===== src/rtl/reset_pkg.sv =====
// Shared state encoding and parameter defaults for the reset sequencer.
package reset_pkg;
  typedef enum logic [1:0] {
    ASSERT = 2'd0,
    WAIT   = 2'd1,
    DONE   = 2'd2
  } state_t;

  localparam int LN_DEF = 5;
  localparam int NR_DEF = 3;
  localparam int TW_DEF = 4;
endpackage


===== src/rtl/reset_cnt.sv =====
// Up-counter with synchronous clear and enable; tc flags the all-ones value.
module reset_cnt #(
  parameter int W = 4
) (
  input  logic clk,
  input  logic rst,
  input  logic clr,
  input  logic en,
  output logic tc
);
  logic [W-1:0] q;

  always_ff @(posedge clk or posedge rst) begin
    if (rst)      q <= '0;
    else if (clr) q <= '0;
    else if (en)  q <= q + 1'b1;
  end

  assign tc = &q;
endmodule


===== src/rtl/reset_seq.sv =====
// Reset sequencer: holds all domains in reset for 2**LN cycles, then releases
// them one at a time in index order, each gated by its ready or a timeout.
module reset_seq
  import reset_pkg::*;
#(
  parameter int LN = LN_DEF,
  parameter int NR = NR_DEF,
  parameter int TW = TW_DEF
) (
  input  logic          clk_i,
  input  logic          rst_i,
  input  logic          req_i,
  input  logic [NR-1:0] rdy_i,
  output logic [NR-1:0] rst_o,
  output logic          busy_o,
  output logic          done_o,
  output logic          err_o
);
  localparam int KW = (NR > 1) ? $clog2(NR) : 1;

  state_t        state, state_nx;
  logic [KW-1:0] k, k_nx;
  logic [NR-1:0] rst_nx;
  logic          done_nx, err_nx;
  logic          cnt_clr, cnt_en, cnt_tc;
  logic          tmr_clr, tmr_en, tmr_tc;
  logic          go;

  reset_cnt #(.W(LN)) u_cnt (
    .clk (clk_i),
    .rst (rst_i),
    .clr (cnt_clr),
    .en  (cnt_en),
    .tc  (cnt_tc)
  );

  reset_cnt #(.W(TW)) u_tmr (
    .clk (clk_i),
    .rst (rst_i),
    .clr (tmr_clr),
    .en  (tmr_en),
    .tc  (tmr_tc)
  );

  always_ff @(posedge clk_i or posedge rst_i) begin
    if (rst_i) begin
      state  <= ASSERT;
      k      <= '0;
      rst_o  <= '1;
      done_o <= 1'b0;
      err_o  <= 1'b0;
    end else begin
      state  <= state_nx;
      k      <= k_nx;
      rst_o  <= rst_nx;
      done_o <= done_nx;
      err_o  <= err_nx;
    end
  end

  // Timer is cleared unless it is actively counting a WAIT stage, so every
  // stage (and every re-entry into WAIT) starts its timeout from zero.
  always_comb begin
    state_nx = state;
    k_nx     = k;
    rst_nx   = rst_o;
    done_nx  = done_o;
    err_nx   = err_o;
    cnt_clr  = 1'b0;
    cnt_en   = 1'b0;
    tmr_clr  = 1'b1;
    tmr_en   = 1'b0;
    go       = 1'b0;
    if (req_i) begin
      state_nx = ASSERT;
      rst_nx   = '1;
      done_nx  = 1'b0;
      err_nx   = 1'b0;
      cnt_clr  = 1'b1;
    end else begin
      case (state)
        ASSERT: begin
          rst_nx = '1;
          cnt_en = 1'b1;
          if (cnt_tc) begin
            rst_nx[0] = 1'b0;
            k_nx      = '0;
            state_nx  = WAIT;
          end
        end
        WAIT: begin
          go = rdy_i[k] | tmr_tc;
          if (!rdy_i[k] && tmr_tc) err_nx = 1'b1;
          if (go) begin
            if (k == KW'(NR - 1)) begin
              state_nx = DONE;
              done_nx  = 1'b1;
            end else begin
              k_nx = k + 1'b1;
              for (int i = 1; i < NR; i++)
                if (k == KW'(i - 1)) rst_nx[i] = 1'b0;
            end
          end else begin
            tmr_clr = 1'b0;
            tmr_en  = 1'b1;
          end
        end
        DONE: ;
        default: state_nx = ASSERT;
      endcase
    end
  end

  assign busy_o = (state != DONE);
endmodule


===== config.mk =====
export PLATFORM = sky130hd
export DESIGN_NAME = reset_seq
export DESIGN_NICKNAME = d
export VERILOG_FILES = /design/src/rtl/reset_pkg.sv /design/src/rtl/reset_cnt.sv /design/src/rtl/reset_seq.sv
export SDC_FILE = /design/constraint.sdc
export NUM_CORES = 1
export LEC_CHECK = 0
export BUFFER_PORTS_ARGS = -buffer_cell sky130_fd_sc_hd__buf_2
export CAP_MARGIN = 0
export CORE_ASPECT_RATIO = 1.5
export CORE_MARGIN = 2
export CORE_UTILIZATION = 50
export DETAILED_ROUTE_END_ITERATION = 8
export PLACE_DENSITY = 0.81
export SYNTH_ARGS = -nofsm -noshare
export SYNTH_HDL_FRONTEND = slang
export SYNTH_HIERARCHICAL = 1
export SYNTH_SLANG_ARGS = --single-unit

===== constraint.sdc =====
create_clock -name clk_i -period 2.6 [get_ports clk_i]
set_input_delay 0 -clock clk_i [delete_from_list [all_inputs] [get_ports clk_i]]
set_output_delay 0 -clock clk_i [all_outputs]
set_load 0.01 [all_outputs]

==> results.py <==
metrics = {
    "setup_path": {
        "required_ns": 2.78,
        "r2r_slack_ns": 0.42,
        "slowest_delay_ns": 0.42,
        "worst_r2r_endpoint": "u_tmr/q[3]$_DFFE_PP0P_",
        "end_kind": "flop",
        "worstReg2RegStart": "u_tmr/q[0]$_DFFE_PP0P_",
        "cp_cell_sequence": "ha_1, and3_1, a211oi_4, nand3_1, inv_1, nand4_1, mux2_4",
        "worstSetupStartpointType": "flop",
        "criticalPathCategory": "reg2reg",
        "crit_path_top_delay_cell": "dfrtp_1",
        "cp_max_fo": 6,
        "reg2reg_depth": 7,
        "arrival_ns": 2.36,
    },
    "logic_synthesis": {
        "synth_warnings": 6,
        "synth_seq_cells": 18,
        "syn_nets": 106,
        "synth.avg_cell_area_um2": 10.7,
        "synth_area_um2": 1010,
        "syn_inst": 94,
        "synth_cell_types": 32,
        "ys_seq_area_share_pct": 45.1,
    },
    "power_and_ir_drop": {
        "p_clk_share_pct": 34.4,
        "p_per_area_nw_per_um2": 434,
        "seqPwrFrac_pct": 58.7,
        "p_int_mw": 0.383,
        "p_leak_nw": 0.537,
        "switching_share_pct": 22.0,
        "p_switching_mw": 0.108,
        "pwr-share-comb_pct": 6.9,
        "vdd_drop_max_v": 0.000276,
    },
    "clocking": {
        "cts_num_sinks": 18,
        "clk_pin_slew_ns": 0.10,
        "cts_tree": "yes",
        "cts_inserted_buffers": 3,
        "root_buffer": "clkbuf_4",
        "cts_setup_buffers": 0,
        "insertion_delay_ns": 0.29,
        "htree_levels": 1,
        "cts_max_path_buffers": 2,
    },
    "job": {
        "cap_violations": 0,
    },
    "routing": {
        "initialDrtViolationCount": 17,
        "drc": 0,
        "vias": 730,
        "ant_nets": 0,
        "drt-total-wl_um": 1840,
        "dr.pass1.iters": 4,
        "vias_per_cell": 5.62,
        "wire_per_inst_um": 14.1,
    },
    "placement": {
        "dp_hpwl_um": 1410,
        "port-buffer-count": 11,
        "pre_cts_slack_ns": 0.455,
        "gp_congestion": 0.867,
        "dp_cells": 124,
    },
    "floorplanning": {
        "die_height_um": 58.9,
        "row_count": 19,
        "dieArea_um2": 2390,
        "num_io_pins": 12,
        "core_area_um2": 1850,
        "die_w_um": 40.6,
        "start_util_pct": 54.3,
    },
    "timing": {
        "post-route-period-util_pct": 84.0,
        "min_period_ns": 2.18,
        "slew_violations": 0,
        "tns_ns": 0,
        "rsz0062_at_grt": "false",
        "finalSetupViolCount": 0,
        "slew_headroom_pct": 76.7,
        "final.setup.worst_slack_ns": 0.416,
        "hold_viol_final": 0,
        "worstMarginPinSlew_ns": 0.349,
        "finalClockSkew_ns": 0.00368,
        "fmax_ghz": 0.458,
    },
    "final_layout": {
        "areaGrowthSynthToFinish_pct": 12.6,
        "nets": 122,
        "drive_gt1_share_pct": 27.5,
        "n_fill_cell": 167,
        "diodes": 0,
        "fin_cells": 130,
        "multi_input_comb_area_um2": 499,
        "regArea_um2": 454,
    },
    "global_routing": {
        "grt_overflow": 0,
        "gr-usage-all-layers_pct": 19.1,
        "grt_start_max_net_pins": 15,
        "antenna_found_initial": 0,
        "grt_pass1_vias": 745,
        "grt_first_pass_wirelength_um": 3160,
    },
    "min_path": {
        "min_path_type": "in2async",
    },
    "run_status": {
        "status": "finished, final reports clean",
    },
}
sequential cells by signal (all words and copies together) (netlist names):
register,flops
done_o,1
err_o,1
k,2
rst_o,3
state,2
u_cnt/q,5
u_tmr/q,4
final cells by class:
type	count	share of cell area, %
clock buffer	4	3.20
inverter	9	2.98
multi-input combinational	64	44.1
sequential	18	40.1
tap	21	2.32
timing repair buffer	14	7.29
routing by layer:
metal	GRT usage (%)	routed length (µm)
met1	24.3	792
met2	31.5	957
met3	2.64	52
met4	7.14	34
met5	0	0
worst max-delay path: cells and delay by family, from the launching register on:
| family | cells | cell delay, ns |
|---|---|---|
| buffers and inverters | 1 | 0.22 |
| adder cells (fa/ha/maj) | 1 | 0.24 |
| flip-flops | 1 | 0.42 |
| AO/OA/AOI/OAI | 1 | 0.25 |
| multiplexers | 1 | 0.31 |
| AND/OR/NAND/NOR | 3 | 0.63 |
worst max path at each step:
stage | cells past startpoint | from | endpoint | slack (ns)
finish | 7 | u_tmr/q[0]$_DFFE_PP0P_ | u_tmr/q[3]$_DFFE_PP0P_ | 0.42
global route | 7 | u_tmr/q[0]$_DFFE_PP0P_ | u_tmr/q[3]$_DFFE_PP0P_ | 0.27
CTS | 7 | u_tmr/q[0]$_DFFE_PP0P_ | u_tmr/q[3]$_DFFE_PP0P_ | 0.45
detailed placement | 7 | u_tmr/q[0]$_DFFE_PP0P_ | u_tmr/q[3]$_DFFE_PP0P_ | 0.46
global placement | 7 | u_tmr/q[0]$_DFFE_PP0P_ | u_tmr/q[3]$_DFFE_PP0P_ | 0.55
floorplan | 7 | u_tmr/q[0]$_DFFE_PP0P_ | u_tmr/q[3]$_DFFE_PP0P_ | 0.63
Yosys cell counts:
library cell  number  area [µm²]
nand4_4            1        21.3
nor2_1            11        41.3
nand2_1            5        18.8
nor3_1             3        15.0
nand3_1            1        5.00
dfrtp_1           15         375
o21ai_0            1        5.00
buf_6              1        11.3
a21oi_1            6        30.0
and2b_1            1        7.51
o221a_2            1        11.3
mux2_4             3        45.0
a22o_1             1        8.76
nor2b_1            1        6.26
dfstp_2            3        78.8
o2111ai_1          2        17.5
mux2_2             1        11.3
xnor2_1            2        17.5
a211oi_4           1        20.0
ha_1               6        75.1
and3b_2            1        10.0
nand3b_1           3        22.5
a211o_1            2        17.5
inv_1              9        33.8
and3_1             2        12.5
a21bo_2            2        20.0
nand4_1            1        6.26
or3_1              1        6.26
mux2i_1            3        30.0
nor3_2             1        10.0
clkbuf_1           2        7.51
a211oi_1           1        7.51
layout by cell type (no fill, tap or decap):
cell           instances
mux2_4                 3
o221a_2                1
a211oi_1               1
nor2_1                11
inv_1                  9
buf_2                 11
and3_1                 2
nand4_4                1
ha_1                   6
xnor2_1                2
a21bo_2                2
dlygate4sd3_1          2
nor3_1                 3
a21oi_1                6
and2b_1                1
a211oi_4               1
a22o_1                 1
o2111ai_1              2
clkbuf_8               1
nor2b_1                1
dfstp_2                3
nand3_1                1
or3_1                  1
a211o_1                2
clkbuf_4               3
nor3_2                 1
nand3b_1               3
buf_4                  1
nand2_1                5
dfrtp_1               15
nand4_1                1
mux2_2                 1
mux2i_1                3
and3b_2                1
o21ai_0                1
per-stage QoR:
| step | area [µm²] | hold WS [ns] | utilization, % | power, mW |
|---|---|---|---|---|
| after CTS | 1130 | 0.128 | 61.1 | 0.498 |
| after detailed placement | 1080 | -0.0974 | 58.0 | 0.325 |
| after global routing | 1130 | 0.153 | 61.1 | 0.513 |
| after floorplan | 1010 | -0.234 | - | 0.316 |
| after global placement | 1080 | -0.0930 | 58.0 | 0.324 |
| final | 1130 | 0.134 | 61.1 | 0.491 |
power groups by stage:
stage          logic (mW)  registers [mW]  clock network, mW
3_3_place_gp       0.0308           0.293                  0
3_5_place_dp       0.0318           0.293                  0
5_1_grt            0.0390           0.289              0.185
2_1_floorplan      0.0232           0.293                  0
4_1_cts            0.0342           0.288              0.176
6_report           0.0339           0.288              0.169
logic make-up after synthesis:
kind of cell | count (synthesis) | synth area share [%]
compound gates | 17 | 13.7
fa+ha+maj | 6 | 7.46
mux | 7 | 8.58
simple gates | 32 | 18.2
flops | 18 | 45.1
xor+xnor | 2 | 1.74
buf+inv | 12 | 5.22
what timing repair did:
item,CTS,global route
hold endpoints to repair,19,0
gates resized for setup,0,0
hold buffers,2,0
No activity file was read; power rests on OpenSTA's default activity.
